--- config.mk ---
export PLATFORM = sky130hd
export DESIGN_NAME = pipe_stage_regs_flat
export DESIGN_NICKNAME = d
export VERILOG_FILES = /design/src/rtl/pipe_stage_regs_if.sv /design/src/rtl/pipe_stage_regs.sv /design/src/flat_wrapper.sv
export SDC_FILE = /design/constraint.sdc
export NUM_CORES = 1
export LEC_CHECK = 0
export ABC_AREA = 1
export CAP_MARGIN = 20
export CORE_MARGIN = 1.5
export CORE_UTILIZATION = 28
export CTS_CLUSTER_SIZE = 14
export DETAILED_ROUTE_END_ITERATION = 8
export GPL_TIMING_DRIVEN = 0
export PLACE_DENSITY = 0.65
export SLEW_MARGIN = 10
export SYNTH_ARGS = -nofsm -noshare
export SYNTH_HDL_FRONTEND = slang
export SYNTH_SLANG_ARGS = --single-unit
--- constraint.sdc ---
create_clock -name clk -period 0.8 [get_ports clk]
set_input_delay 0.12 -clock clk [delete_from_list [all_inputs] [get_ports clk]]
set_output_delay 0.12 -clock clk [all_outputs]
set_load 0.05 [all_outputs]
--- src/rtl/pipe_stage_regs_if.sv ---
// Pipeline boundary bundle between fetch/decode/hazard logic and the IF/ID + ID/EX register bank.
interface pipe_stage_regs_if #(
  parameter int unsigned XLEN   = 32,
  parameter int unsigned CTRL_W = 16
);
  logic              stall;
  logic              flush;
  logic [XLEN-1:0]   IF_pc;
  logic [31:0]       IF_inst;
  logic [XLEN-1:0]   ID_pc;
  logic [31:0]       ID_inst;
  logic              ID_valid;
  logic [CTRL_W-1:0] ID_ctrl;
  logic [4:0]        ID_rd;
  logic              ID_mem_read;
  logic [XLEN-1:0]   ID_rs1_data;
  logic [XLEN-1:0]   ID_rs2_data;
  logic [XLEN-1:0]   ID_imm;
  logic [XLEN-1:0]   EX_pc;
  logic [XLEN-1:0]   EX_rs1_data;
  logic [XLEN-1:0]   EX_rs2_data;
  logic [XLEN-1:0]   EX_imm;
  logic [CTRL_W-1:0] EX_ctrl;
  logic [4:0]        EX_rd;
  logic              EX_mem_read;
  logic              EX_valid;
  logic              pc_write;

  modport master (
    output stall, flush, IF_pc, IF_inst, ID_ctrl, ID_rd, ID_mem_read,
           ID_rs1_data, ID_rs2_data, ID_imm,
    input  ID_pc, ID_inst, ID_valid, EX_pc, EX_rs1_data, EX_rs2_data, EX_imm,
           EX_ctrl, EX_rd, EX_mem_read, EX_valid, pc_write
  );

  modport slave (
    input  stall, flush, IF_pc, IF_inst, ID_ctrl, ID_rd, ID_mem_read,
           ID_rs1_data, ID_rs2_data, ID_imm,
    output ID_pc, ID_inst, ID_valid, EX_pc, EX_rs1_data, EX_rs2_data, EX_imm,
           EX_ctrl, EX_rd, EX_mem_read, EX_valid, pc_write
  );
endinterface

--- src/rtl/pipe_stage_regs.sv ---
// IF/ID and ID/EX pipeline registers with load-use stall and branch flush handling.
// Optional stall/flush performance counters enabled by defining PIPE_PERF_CNT_EN.
module pipe_stage_regs #(
  parameter int unsigned XLEN     = 32,
  parameter int unsigned CTRL_W   = 16,
  parameter logic [31:0] NOP_INST = 32'h0000_0013
) (
  input  logic             clk,
  input  logic             reset,
  pipe_stage_regs_if.slave bus
`ifdef PIPE_PERF_CNT_EN
  ,
  output logic [31:0]      stall_cnt,
  output logic [31:0]      flush_cnt
`endif
);

  localparam int unsigned CNT_W = 32;

  logic [XLEN-1:0]   id_pc_q;
  logic [31:0]       id_inst_q;
  logic              id_valid_q;
  logic [XLEN-1:0]   ex_pc_q;
  logic [XLEN-1:0]   ex_rs1_q;
  logic [XLEN-1:0]   ex_rs2_q;
  logic [XLEN-1:0]   ex_imm_q;
  logic [CTRL_W-1:0] ex_ctrl_q;
  logic [4:0]        ex_rd_q;
  logic              ex_mem_read_q;
  logic              ex_valid_q;

  // IF/ID: bubble on reset/flush, hold on stall, otherwise capture fetch
  always_ff @(posedge clk) begin
    if (reset || bus.flush) begin
      id_pc_q    <= '0;
      id_inst_q  <= NOP_INST;
      id_valid_q <= 1'b0;
    end else if (!bus.stall) begin
      id_pc_q    <= bus.IF_pc;
      id_inst_q  <= bus.IF_inst;
      id_valid_q <= 1'b1;
    end
  end

  // ID/EX: any of reset/flush/stall injects a bubble with rd=0 so it cannot retrigger a stall
  always_ff @(posedge clk) begin
    if (reset || bus.flush || bus.stall) begin
      ex_pc_q       <= '0;
      ex_rs1_q      <= '0;
      ex_rs2_q      <= '0;
      ex_imm_q      <= '0;
      ex_ctrl_q     <= '0;
      ex_rd_q       <= 5'd0;
      ex_mem_read_q <= 1'b0;
      ex_valid_q    <= 1'b0;
    end else begin
      ex_pc_q       <= id_pc_q;
      ex_rs1_q      <= bus.ID_rs1_data;
      ex_rs2_q      <= bus.ID_rs2_data;
      ex_imm_q      <= bus.ID_imm;
      ex_ctrl_q     <= bus.ID_ctrl;
      ex_rd_q       <= bus.ID_rd;
      ex_mem_read_q <= bus.ID_mem_read;
      ex_valid_q    <= id_valid_q;
    end
  end

  assign bus.ID_pc       = id_pc_q;
  assign bus.ID_inst     = id_inst_q;
  assign bus.ID_valid    = id_valid_q;
  assign bus.EX_pc       = ex_pc_q;
  assign bus.EX_rs1_data = ex_rs1_q;
  assign bus.EX_rs2_data = ex_rs2_q;
  assign bus.EX_imm      = ex_imm_q;
  assign bus.EX_ctrl     = ex_ctrl_q;
  assign bus.EX_rd       = ex_rd_q;
  assign bus.EX_mem_read = ex_mem_read_q;
  assign bus.EX_valid    = ex_valid_q;

  // Branch target must be accepted even while a load-use stall is pending
  assign bus.pc_write = bus.flush | ~bus.stall;

`ifdef PIPE_PERF_CNT_EN
  logic [CNT_W-1:0] stall_cnt_q;
  logic [CNT_W-1:0] flush_cnt_q;

  // Saturating counters; a combined stall+flush cycle counts as a flush only
  always_ff @(posedge clk) begin
    if (reset) begin
      stall_cnt_q <= '0;
      flush_cnt_q <= '0;
    end else begin
      if (bus.stall && !bus.flush && (stall_cnt_q != {CNT_W{1'b1}})) begin
        stall_cnt_q <= stall_cnt_q + CNT_W'(1);
      end
      if (bus.flush && (flush_cnt_q != {CNT_W{1'b1}})) begin
        flush_cnt_q <= flush_cnt_q + CNT_W'(1);
      end
    end
  end

  assign stall_cnt = stall_cnt_q;
  assign flush_cnt = flush_cnt_q;
`endif

endmodule
--- src/flat_wrapper.sv ---
// flat-port wrapper written by rule: the top's interface ports become plain ports
module pipe_stage_regs_flat 
#(
  parameter int unsigned XLEN     = 32,
  parameter int unsigned CTRL_W   = 16,
  parameter logic [31:0] NOP_INST = 32'h0000_0013
)
  (clk, reset, bus_stall, bus_flush, bus_IF_pc, bus_IF_inst, bus_ID_ctrl, bus_ID_rd, bus_ID_mem_read, bus_ID_rs1_data, bus_ID_rs2_data, bus_ID_imm, bus_ID_pc, bus_ID_inst, bus_ID_valid, bus_EX_pc, bus_EX_rs1_data, bus_EX_rs2_data, bus_EX_imm, bus_EX_ctrl, bus_EX_rd, bus_EX_mem_read, bus_EX_valid, bus_pc_write);
  pipe_stage_regs_if #(.XLEN(XLEN), .CTRL_W(CTRL_W)) bus_i ();
  input  logic clk;
  input  logic reset;
  input wire logic [$bits(bus_i.stall)-1:0] bus_stall;
  input wire logic [$bits(bus_i.flush)-1:0] bus_flush;
  input wire logic [$bits(bus_i.IF_pc)-1:0] bus_IF_pc;
  input wire logic [$bits(bus_i.IF_inst)-1:0] bus_IF_inst;
  input wire logic [$bits(bus_i.ID_ctrl)-1:0] bus_ID_ctrl;
  input wire logic [$bits(bus_i.ID_rd)-1:0] bus_ID_rd;
  input wire logic [$bits(bus_i.ID_mem_read)-1:0] bus_ID_mem_read;
  input wire logic [$bits(bus_i.ID_rs1_data)-1:0] bus_ID_rs1_data;
  input wire logic [$bits(bus_i.ID_rs2_data)-1:0] bus_ID_rs2_data;
  input wire logic [$bits(bus_i.ID_imm)-1:0] bus_ID_imm;
  output wire logic [$bits(bus_i.ID_pc)-1:0] bus_ID_pc;
  output wire logic [$bits(bus_i.ID_inst)-1:0] bus_ID_inst;
  output wire logic [$bits(bus_i.ID_valid)-1:0] bus_ID_valid;
  output wire logic [$bits(bus_i.EX_pc)-1:0] bus_EX_pc;
  output wire logic [$bits(bus_i.EX_rs1_data)-1:0] bus_EX_rs1_data;
  output wire logic [$bits(bus_i.EX_rs2_data)-1:0] bus_EX_rs2_data;
  output wire logic [$bits(bus_i.EX_imm)-1:0] bus_EX_imm;
  output wire logic [$bits(bus_i.EX_ctrl)-1:0] bus_EX_ctrl;
  output wire logic [$bits(bus_i.EX_rd)-1:0] bus_EX_rd;
  output wire logic [$bits(bus_i.EX_mem_read)-1:0] bus_EX_mem_read;
  output wire logic [$bits(bus_i.EX_valid)-1:0] bus_EX_valid;
  output wire logic [$bits(bus_i.pc_write)-1:0] bus_pc_write;
  assign bus_i.stall = bus_stall;
  assign bus_i.flush = bus_flush;
  assign bus_i.IF_pc = bus_IF_pc;
  assign bus_i.IF_inst = bus_IF_inst;
  assign bus_i.ID_ctrl = bus_ID_ctrl;
  assign bus_i.ID_rd = bus_ID_rd;
  assign bus_i.ID_mem_read = bus_ID_mem_read;
  assign bus_i.ID_rs1_data = bus_ID_rs1_data;
  assign bus_i.ID_rs2_data = bus_ID_rs2_data;
  assign bus_i.ID_imm = bus_ID_imm;
  assign bus_ID_pc = bus_i.ID_pc;
  assign bus_ID_inst = bus_i.ID_inst;
  assign bus_ID_valid = bus_i.ID_valid;
  assign bus_EX_pc = bus_i.EX_pc;
  assign bus_EX_rs1_data = bus_i.EX_rs1_data;
  assign bus_EX_rs2_data = bus_i.EX_rs2_data;
  assign bus_EX_imm = bus_i.EX_imm;
  assign bus_EX_ctrl = bus_i.EX_ctrl;
  assign bus_EX_rd = bus_i.EX_rd;
  assign bus_EX_mem_read = bus_i.EX_mem_read;
  assign bus_EX_valid = bus_i.EX_valid;
  assign bus_pc_write = bus_i.pc_write;
  pipe_stage_regs #(.XLEN(XLEN), .CTRL_W(CTRL_W), .NOP_INST(NOP_INST)) u_core (.clk(clk), .reset(reset), .bus(bus_i));
endmodule
==> After elaboration in Yosys (flattened, before gate mapping) <==
Cells that the tools add are included.
Widths: inputs -> output; s select.
{ "word_totals": {"latchBits": 0, "memories": 0, "reg_bits": 216, "romBits": 0, "output_inout_bits": 217, "word_cells": 15, "ram_bits": 0, "in_bits": 186} }
{ "classes": {"n_shift": 0, "reduce_logical": 2, "n_mux": 0, "eq_ne": 0, "addsub": 0, "n_mul": 0, "n_div": 0, "n_lt_le_gt_ge": 0, "bitwise_logic": 2} }
{ "ops": {"columns": ["op", "n"], "rows": [
  ["$logic_or 1x1->1", 2],
  ["$not 1->1", 1],
  ["$or 1x1->1", 1]
]} }

==> Logic depth before layout (Yosys ltp) <==
{ "depth": {"word_depth": 2, "ltp_mapped": 6, "ltp_nobuf": 4} }

==> Least setup slack after synthesis <==
No wires, ideal clock.
{ "synth_path": {"path_kind": "reg-to-reg", "from": "register u_core.bus.ID_pc[0] (netlist name)", "to": "register u_core.id_pc_q[0] (netlist: u_core.bus.ID_pc[0])", "setup_ns": 0.064, "arrival_ns": 0.884, "n_path_buf": 0, "period_less_slack_ns": 0.948, "slack_ns": -0.148, "required_ns": 0.736, "path_stages_with_launch": 5, "path_cell_list": "dfxtp_1 > inv_1 > nand2_1 > nand2_1 > nor2_1"} }
{ "synth_lines": {"columns": ["item", "line_no", "source"], "rows": [
  ["end signal: assignment", "pipe_stage_regs.sv:39", "id_pc_q <= bus.IF_pc;"],
  ["end: declaration", "pipe_stage_regs.sv:20", "logic [XLEN-1:0] id_pc_q;"]
]} }

==> Worst setup path in the final report <==
{ "layout_path": {"from": "register u_core.id_pc_q[13] (netlist: u_core.bus.ID_pc[13])", "to": "output port bus_ID_pc[13]"} }
{ "layout_lines": {"columns": ["item", "line_no", "source"], "rows": [
  ["end: declaration", "flat_wrapper.sv:22", "output wire logic [$bits(bus_i.ID_pc)-1:0] bus_ID_pc;"]
]} }
No word-level cell between the ends.

==> impl_results.md <==
- Mapped Nets: 1,029
- First drt pass iteration count: 4
- Internal reg-to-reg setup slack: 40 ps
- MaxCap Viol Count: 0
- Critical Path Sink Type: output pin
- Die Ht: 159 um
- Run status: complete, but fails checks
- Die ar.: 0.0252 mm2
- Cell family with most CP delay: flip-flops
- Mux cell area share after synthesis: 0%
- Final Non-Filler Cells: 1,623
- Floorplan core area: 0.0237 mm2
- Post-synth top cells: nor2_1, dfxtp_1, inv_1
- Minimum clock period: 1140 ps
- Placed cells: 1,563
- Worst Path Buf+Inv: 1
- Initial antenna violation count: 1
- Wire per inst: 14.8 um
- Final hold slack: 32.5 ps
- Clk slew on worst S/H paths: 60 ps
- Final worst-path cycle share: 142%
- Ys Warns: 0
- Simple-Gate Fraction of Synth Area: 22.7%
- Area share of the largest cell type after synthesis: 63.5%
- Post-DRT Antenna Nets: 0
- CP arrival: 1020 ps
- CTS HTree Levels: 1
- Worst-Skew Late Latency: 510 ps
- Post-Syn Area: 0.00681 mm2
- RR Startpoint: u_core.bus.ID_pc[26]
- Hold crit path type: in2reg
- GRT Overall Usage: 18.5%
- FFs w/ async S/R, synth: 0%
- Largest family of logic cells by synthesized area: simple AND/OR/NAND/NOR gates
- Clk sinks: 216
- Setup crit start kind: flip-flop
- CTS tree: done
- Top post-synthesis cells by area: dfxtp_1, nor2_1, inv_1, nand2_1, buf_6
- First-pass GRT wire length: 36,500 um
- Largest net degree at the start of global routing: 13
- Share of the yosys chip area belonging to registers: 63.5%
- Worst setup margin: -335 ps
- Synth Area per Inst: 8.07 um2
- Worst Clk Skew: 5.17 ps
- XOR/XNOR Fraction of Synth Area: 0%
- Detailed placer's ending HPWL: 16,900 um
- CP Cell Sequence: buf_8
- GRT overflow: 0
- Largest stage delay, worst path: 350 ps
- Ys flop type: dfxtp_1
- CP max-delay cell: dfxtp_2
- Syn Inst Count: 843
- Area after DPL: 0.0113 mm2
- # rows: 56
- Total number of vias: 6,330
- Hold wc startpoint: bus_stall
- Starting density of the core: 28.7%
- Number of synthesized register bits: 216
- P_leak: 6.43 nW
- Die Width: 159 um
- Port bufs: 401
- Final net count: 1,471
- FMAX: 881 MHz
- CTS Buffer Depth: 3
- DRC viols: 0
- CP Max Fanout: 2
- Complex-gate fraction of the synthesized area: 0%
- Iter 0 DRT Violations: 252
- Adder-Cell Fraction of Synth Area: 0%
- FF-to-FF path depth: 5
- Setup Total Neg Slack: -66,870 ps
- Hold Path Depth: 5
- Finished Cell Area: 0.0136 mm2
- GP Congestion: 0.796
- Required time worst endpoint: 680 ps
- Final Hold Viols: 0
- Failing checks: negative setup slack
- Number of global-route vias before repair: 6,427
- Worst slew margin: 69.0%
- Power Total: 26.9 mW
- Count leader, synth: nor2_1
- Fraction of layout cells with a size suffix above 1: 40.5%
- Worst-margin pin slew: 465 ps
- Area leader, netlist: dfxtp_1
- Layout area overhead: 99.1%
- Final setup viols: 216
- PwrDens: 1980 mW/mm2
- Post-Route WL: 24,000 um
- Vias/cell: 3.90
- Unrepaired setup endpoints after global routing: yes
- CTS Root Cell: clkbuf_16
- WHS Endpoint: u_core.bus.ID_inst[28]
- Critical R2R Capture: u_core.bus.ID_pc[26]
- CTS buffer count: 25
- Worst vdd ir: 1.41 mV
- Io pins: 403
- Crit path kind: reg2out
- Cell variety after synth: 13
- EDFF count, synth: 0
- Pins Over Slew Limit: 0
state kept, by name (all words and copies together) (netlist names):
name,cells
u_core.bus.EX_rs1_data,32
u_core.bus.EX_valid,1
u_core.bus.ID_valid,1
u_core.bus.EX_rs2_data,32
u_core.bus.ID_inst,32
u_core.bus.EX_rd,5
u_core.bus.ID_pc,32
u_core.bus.EX_mem_read,1
u_core.bus.EX_imm,32
u_core.bus.EX_ctrl,16
u_core.bus.EX_pc,32
cell usage in the layout, fill, tap and decap left out, types with 3 or more instances in the layout:
| cell type | Yosys | routed |
|---|---|---|
| buf_4 | 8 | 20 |
| dfxtp_2 | 0 | 216 |
| clkdlybuf4s50_1 | 0 | 182 |
| nand3_1 | 3 | 3 |
| nor2_1 | 273 | 271 |
| buf_2 | 13 | 9 |
| clkbuf_1 | 7 | 7 |
| clkbuf_8 | 0 | 6 |
| buf_6 | 9 | 30 |
| buf_8 | 0 | 199 |
| clkbuf_2 | 0 | 6 |
| inv_1 | 180 | 180 |
| nand2_1 | 130 | 130 |
| clkbuf_16 | 0 | 25 |
worst register-to-register path, delay by kind of cell (launching register included):
kind	cells	cell delay, ps
DFF	1	330
buffers and inverters	2	180
and+or+nand+nor	3	150
timing repair:
action	4_1_cts	5_1_grt
buffers inserted	6	6
resized for setup	1864	21
gates cloned	1	0
pin swaps	2	1
endpoints found under the setup margin	428	240
hold endpoints to repair	3	0
hold buffers	1	0
layer usage:
metal,GRT usage [%],part of all wire [%],up-vias
met5,0,0,-
met4,6.78,3.3,0
met3,6.43,9.3,56
met1,18.7,35,2774
li1,-,-,3233
met2,34.9,52,267
area by class of cell:
| type | count | area, um2 |
|---|---|---|
| Multi-Input combinational cell | 409 | 1570 |
| Clock inverter | 8 | 103 |
| Clock buffer | 37 | 731 |
| Buffer | 37 | 309 |
| Fill cell | 2021 | 10100 |
| Timing Repair Buffer | 415 | 5160 |
| Inverter | 181 | 682 |
| Sequential cell | 216 | 4590 |
| Tap cell | 319 | 399 |
| Antenna cell | 1 | 2.50 |
kinds of logic (layout without fill, tap and decap cells):
kind of cell	after synthesis	in the layout
flops	216	216
buf+inv	218	678
simple gates	409	409
other cells	0	1
how the worst max path moves through the flow:
stage	start	to	slack, ps	cells after the start
floorplan	bus_flush	u_core.bus.ID_inst[0]	7	3
global placement	bus_flush	bus_pc_write	-920	3
detailed placement	bus_flush	bus_pc_write	-940	3
CTS	u_core.bus.ID_valid	bus_ID_valid	-360	1
global route	u_core.bus.ID_inst[29]	bus_ID_inst[29]	-380	1
finish	u_core.bus.ID_pc[13]	bus_ID_pc[13]	-340	1
report_power, final:
part | internal [mW] | switching, mW | leakage, nW
sequential | 11.1 | 0.234 | 1.85
combinational | 1.98 | 2.06 | 4.18
clock | 6.96 | 4.51 | 0.403
metrics by stage:
stage | worst slack [ps] | util [%]
2_1_floorplan | 7.11 | -
6_report | -335 | 57.2
3_3_place_gp | -923 | 47.9
5_1_grt | -378 | 57.2
4_1_cts | -362 | 56.7
3_5_place_dp | -939 | 47.9
Power figures use the tool's default switching activity.
==> RTL change (same settings) <==
`NOP_INST` is set to 32'h0000_0013 in 2 places; all go to 32'h00000010.
--- a/src/rtl/pipe_stage_regs.sv
+++ b/src/rtl/pipe_stage_regs.sv
@@ -4,5 +4,5 @@
   parameter int unsigned XLEN     = 32,
   parameter int unsigned CTRL_W   = 16,
-  parameter logic [31:0] NOP_INST = 32'h0000_0013
+  parameter logic [31:0] NOP_INST = 32'h00000010
 ) (
   input  logic             clk,
--- a/src/flat_wrapper.sv
+++ b/src/flat_wrapper.sv
@@ -4,5 +4,5 @@
   parameter int unsigned XLEN     = 32,
   parameter int unsigned CTRL_W   = 16,
-  parameter logic [31:0] NOP_INST = 32'h0000_0013
+  parameter logic [31:0] NOP_INST = 32'h00000010
 )
   (clk, reset, bus_stall, bus_flush, bus_IF_pc, bus_IF_inst, bus_ID_ctrl, bus_ID_rd, bus_ID_mem_read, bus_ID_rs1_data, bus_ID_rs2_data, bus_ID_imm, bus_ID_pc, bus_ID_inst, bus_ID_valid, bus_EX_pc, bus_EX_rs1_data, bus_EX_rs2_data, bus_EX_imm, bus_EX_ctrl, bus_EX_rd, bus_EX_mem_read, bus_EX_valid, bus_pc_write);
Behaviour: not the same (Yosys sat finds a counterexample within 4 cycles, from zero or initial values).
==> RTL change against the original RTL <==
- the run still ends with setup timing left
- via count increased by 0.51%
- setup slack worse by 0.0071 ns
- non-clock buffer count rose by 1
- die area rose by 0.13%
- synthesized area up 0.13%
- critical endpoint is now bus_ID_inst[3]
- final area shrank 0.30%
- sequential cell count is the same
- wire length down 0.99%
- fmax decreased by 0.62%
- count of clock-buffer cells in the layout shrank 1
- cell count up 0.18%
- register-to-register slack got worse by 0.10 ns
- power shrank 1.8%
==> RTL change: results <==
export IMPL_crit_path_top_delay_cell="dfxtp_4"
export IMPL_grt_pass1_vias=6526
export IMPL_finalSetupViolCount=217
export IMPL_gp_congestion=0.791
export IMPL_track_usage_pct=18.3
export IMPL_ys_top_cells_by_count="277 x nor2_1, 216 x dfxtp_1, 183 x inv_1"
export IMPL_peakVddDrop_uv=1680
export IMPL_r2r_slack_ns=-0.06
export IMPL_synth_top_cells_by_area="dfxtp_1 63%, nor2_1 15%, inv_1 10%"
export IMPL_drive_above_1_share_pct=40.4
export IMPL_fillCellCount=2035
export IMPL_synth_nets=1033
export IMPL_grt_pass1_wl_mm=36.3
export IMPL_hold_path_startpoint="bus_flush"
export IMPL_dp_slack_ns=-0.964
export IMPL_place_area_um2=11300
export IMPL_fin_nets=1475
export IMPL_worst_pin_slew_ns=0.465
export IMPL_violations="setup timing"
export IMPL_reg2reg_to="u_core.bus.ID_inst[0]$_SDFFE_PP0N_"
export IMPL_io_buffers=402
export IMPL_synth_seq_area_share_pct=63.5
export IMPL_outcome="finished with violations"
export IMPL_place_hpwl_mm=17.2
export IMPL_min_to="u_core.bus.ID_pc[31]$_SDFFE_PP0N_"
export IMPL_r2r_start="u_core.bus.ID_inst[0]$_SDFFE_PP0N_"
export IMPL_worst_slack_ns=-0.342
RTL change: cell count changes after synthesis:
cell / unedited run / this run
buf_2: 13 / 12
clkbuf_1: 7 / 3
nor2_1: 273 / 277
buf_1: 0 / 5
inv_4: 1 / 0
inv_1: 180 / 183
nand3_1: 3 / 1
RTL change: power by group through the flow:
stage	combinational (mW)	sequential, mW	clock [mW]
2_1_floorplan	0.750	12.6	0
3_3_place_gp	3.62	11.4	0
3_5_place_dp	3.64	11.5	0
4_1_cts	4.01	11.4	11.3
5_1_grt	4.28	11.4	11.7
6_report	4.03	11.4	11.0
RTL change: through the flow:
stage,std cells,total power [mW],setup TNS [ns]
2_1_floorplan,847,13.3,0
3_3_place_gp,1568,15.1,-244.30
3_5_place_dp,1568,15.1,-247.15
4_1_cts,1617,26.6,-71.58
5_1_grt,1626,27.4,-73.38
6_report,1626,26.4,-66.06
RTL change: layout make-up:
cell class	count	area, µm²	area share (%)
diodes	1	2.50	0.0185
plain buffers	37	277	2.05
clock buffers	36	727	5.38
clock inverters	7	70.1	0.519
inverters	183	687	5.08
multi-input cells	411	1570	11.6
flip-flops and latches	216	4600	34.0
well taps	319	399	2.95
repair buffers	416	5180	38.3
RTL change: per-layer routing:
layer	track usage [%]	share of wire [%]
met3	6.36	8.5
met5	0	0
met4	7.93	4.7
met1	18.3	36
met2	34.1	51
RTL change: cell families after synthesis:
group                  share of synthesized area [%]
buffers and inverters                           13.8
flip-flops                                      63.5
AND/OR/NAND/NOR                                 22.8
RTL change: timing repair:
item	in CTS	in global routing
hold buffers	1	0
cloned	1	0
setup buffers	4	8
resized for setup	1885	16
setup endpoints to repair	433	226
hold endpoints to repair	1	0
pin swaps	3	3
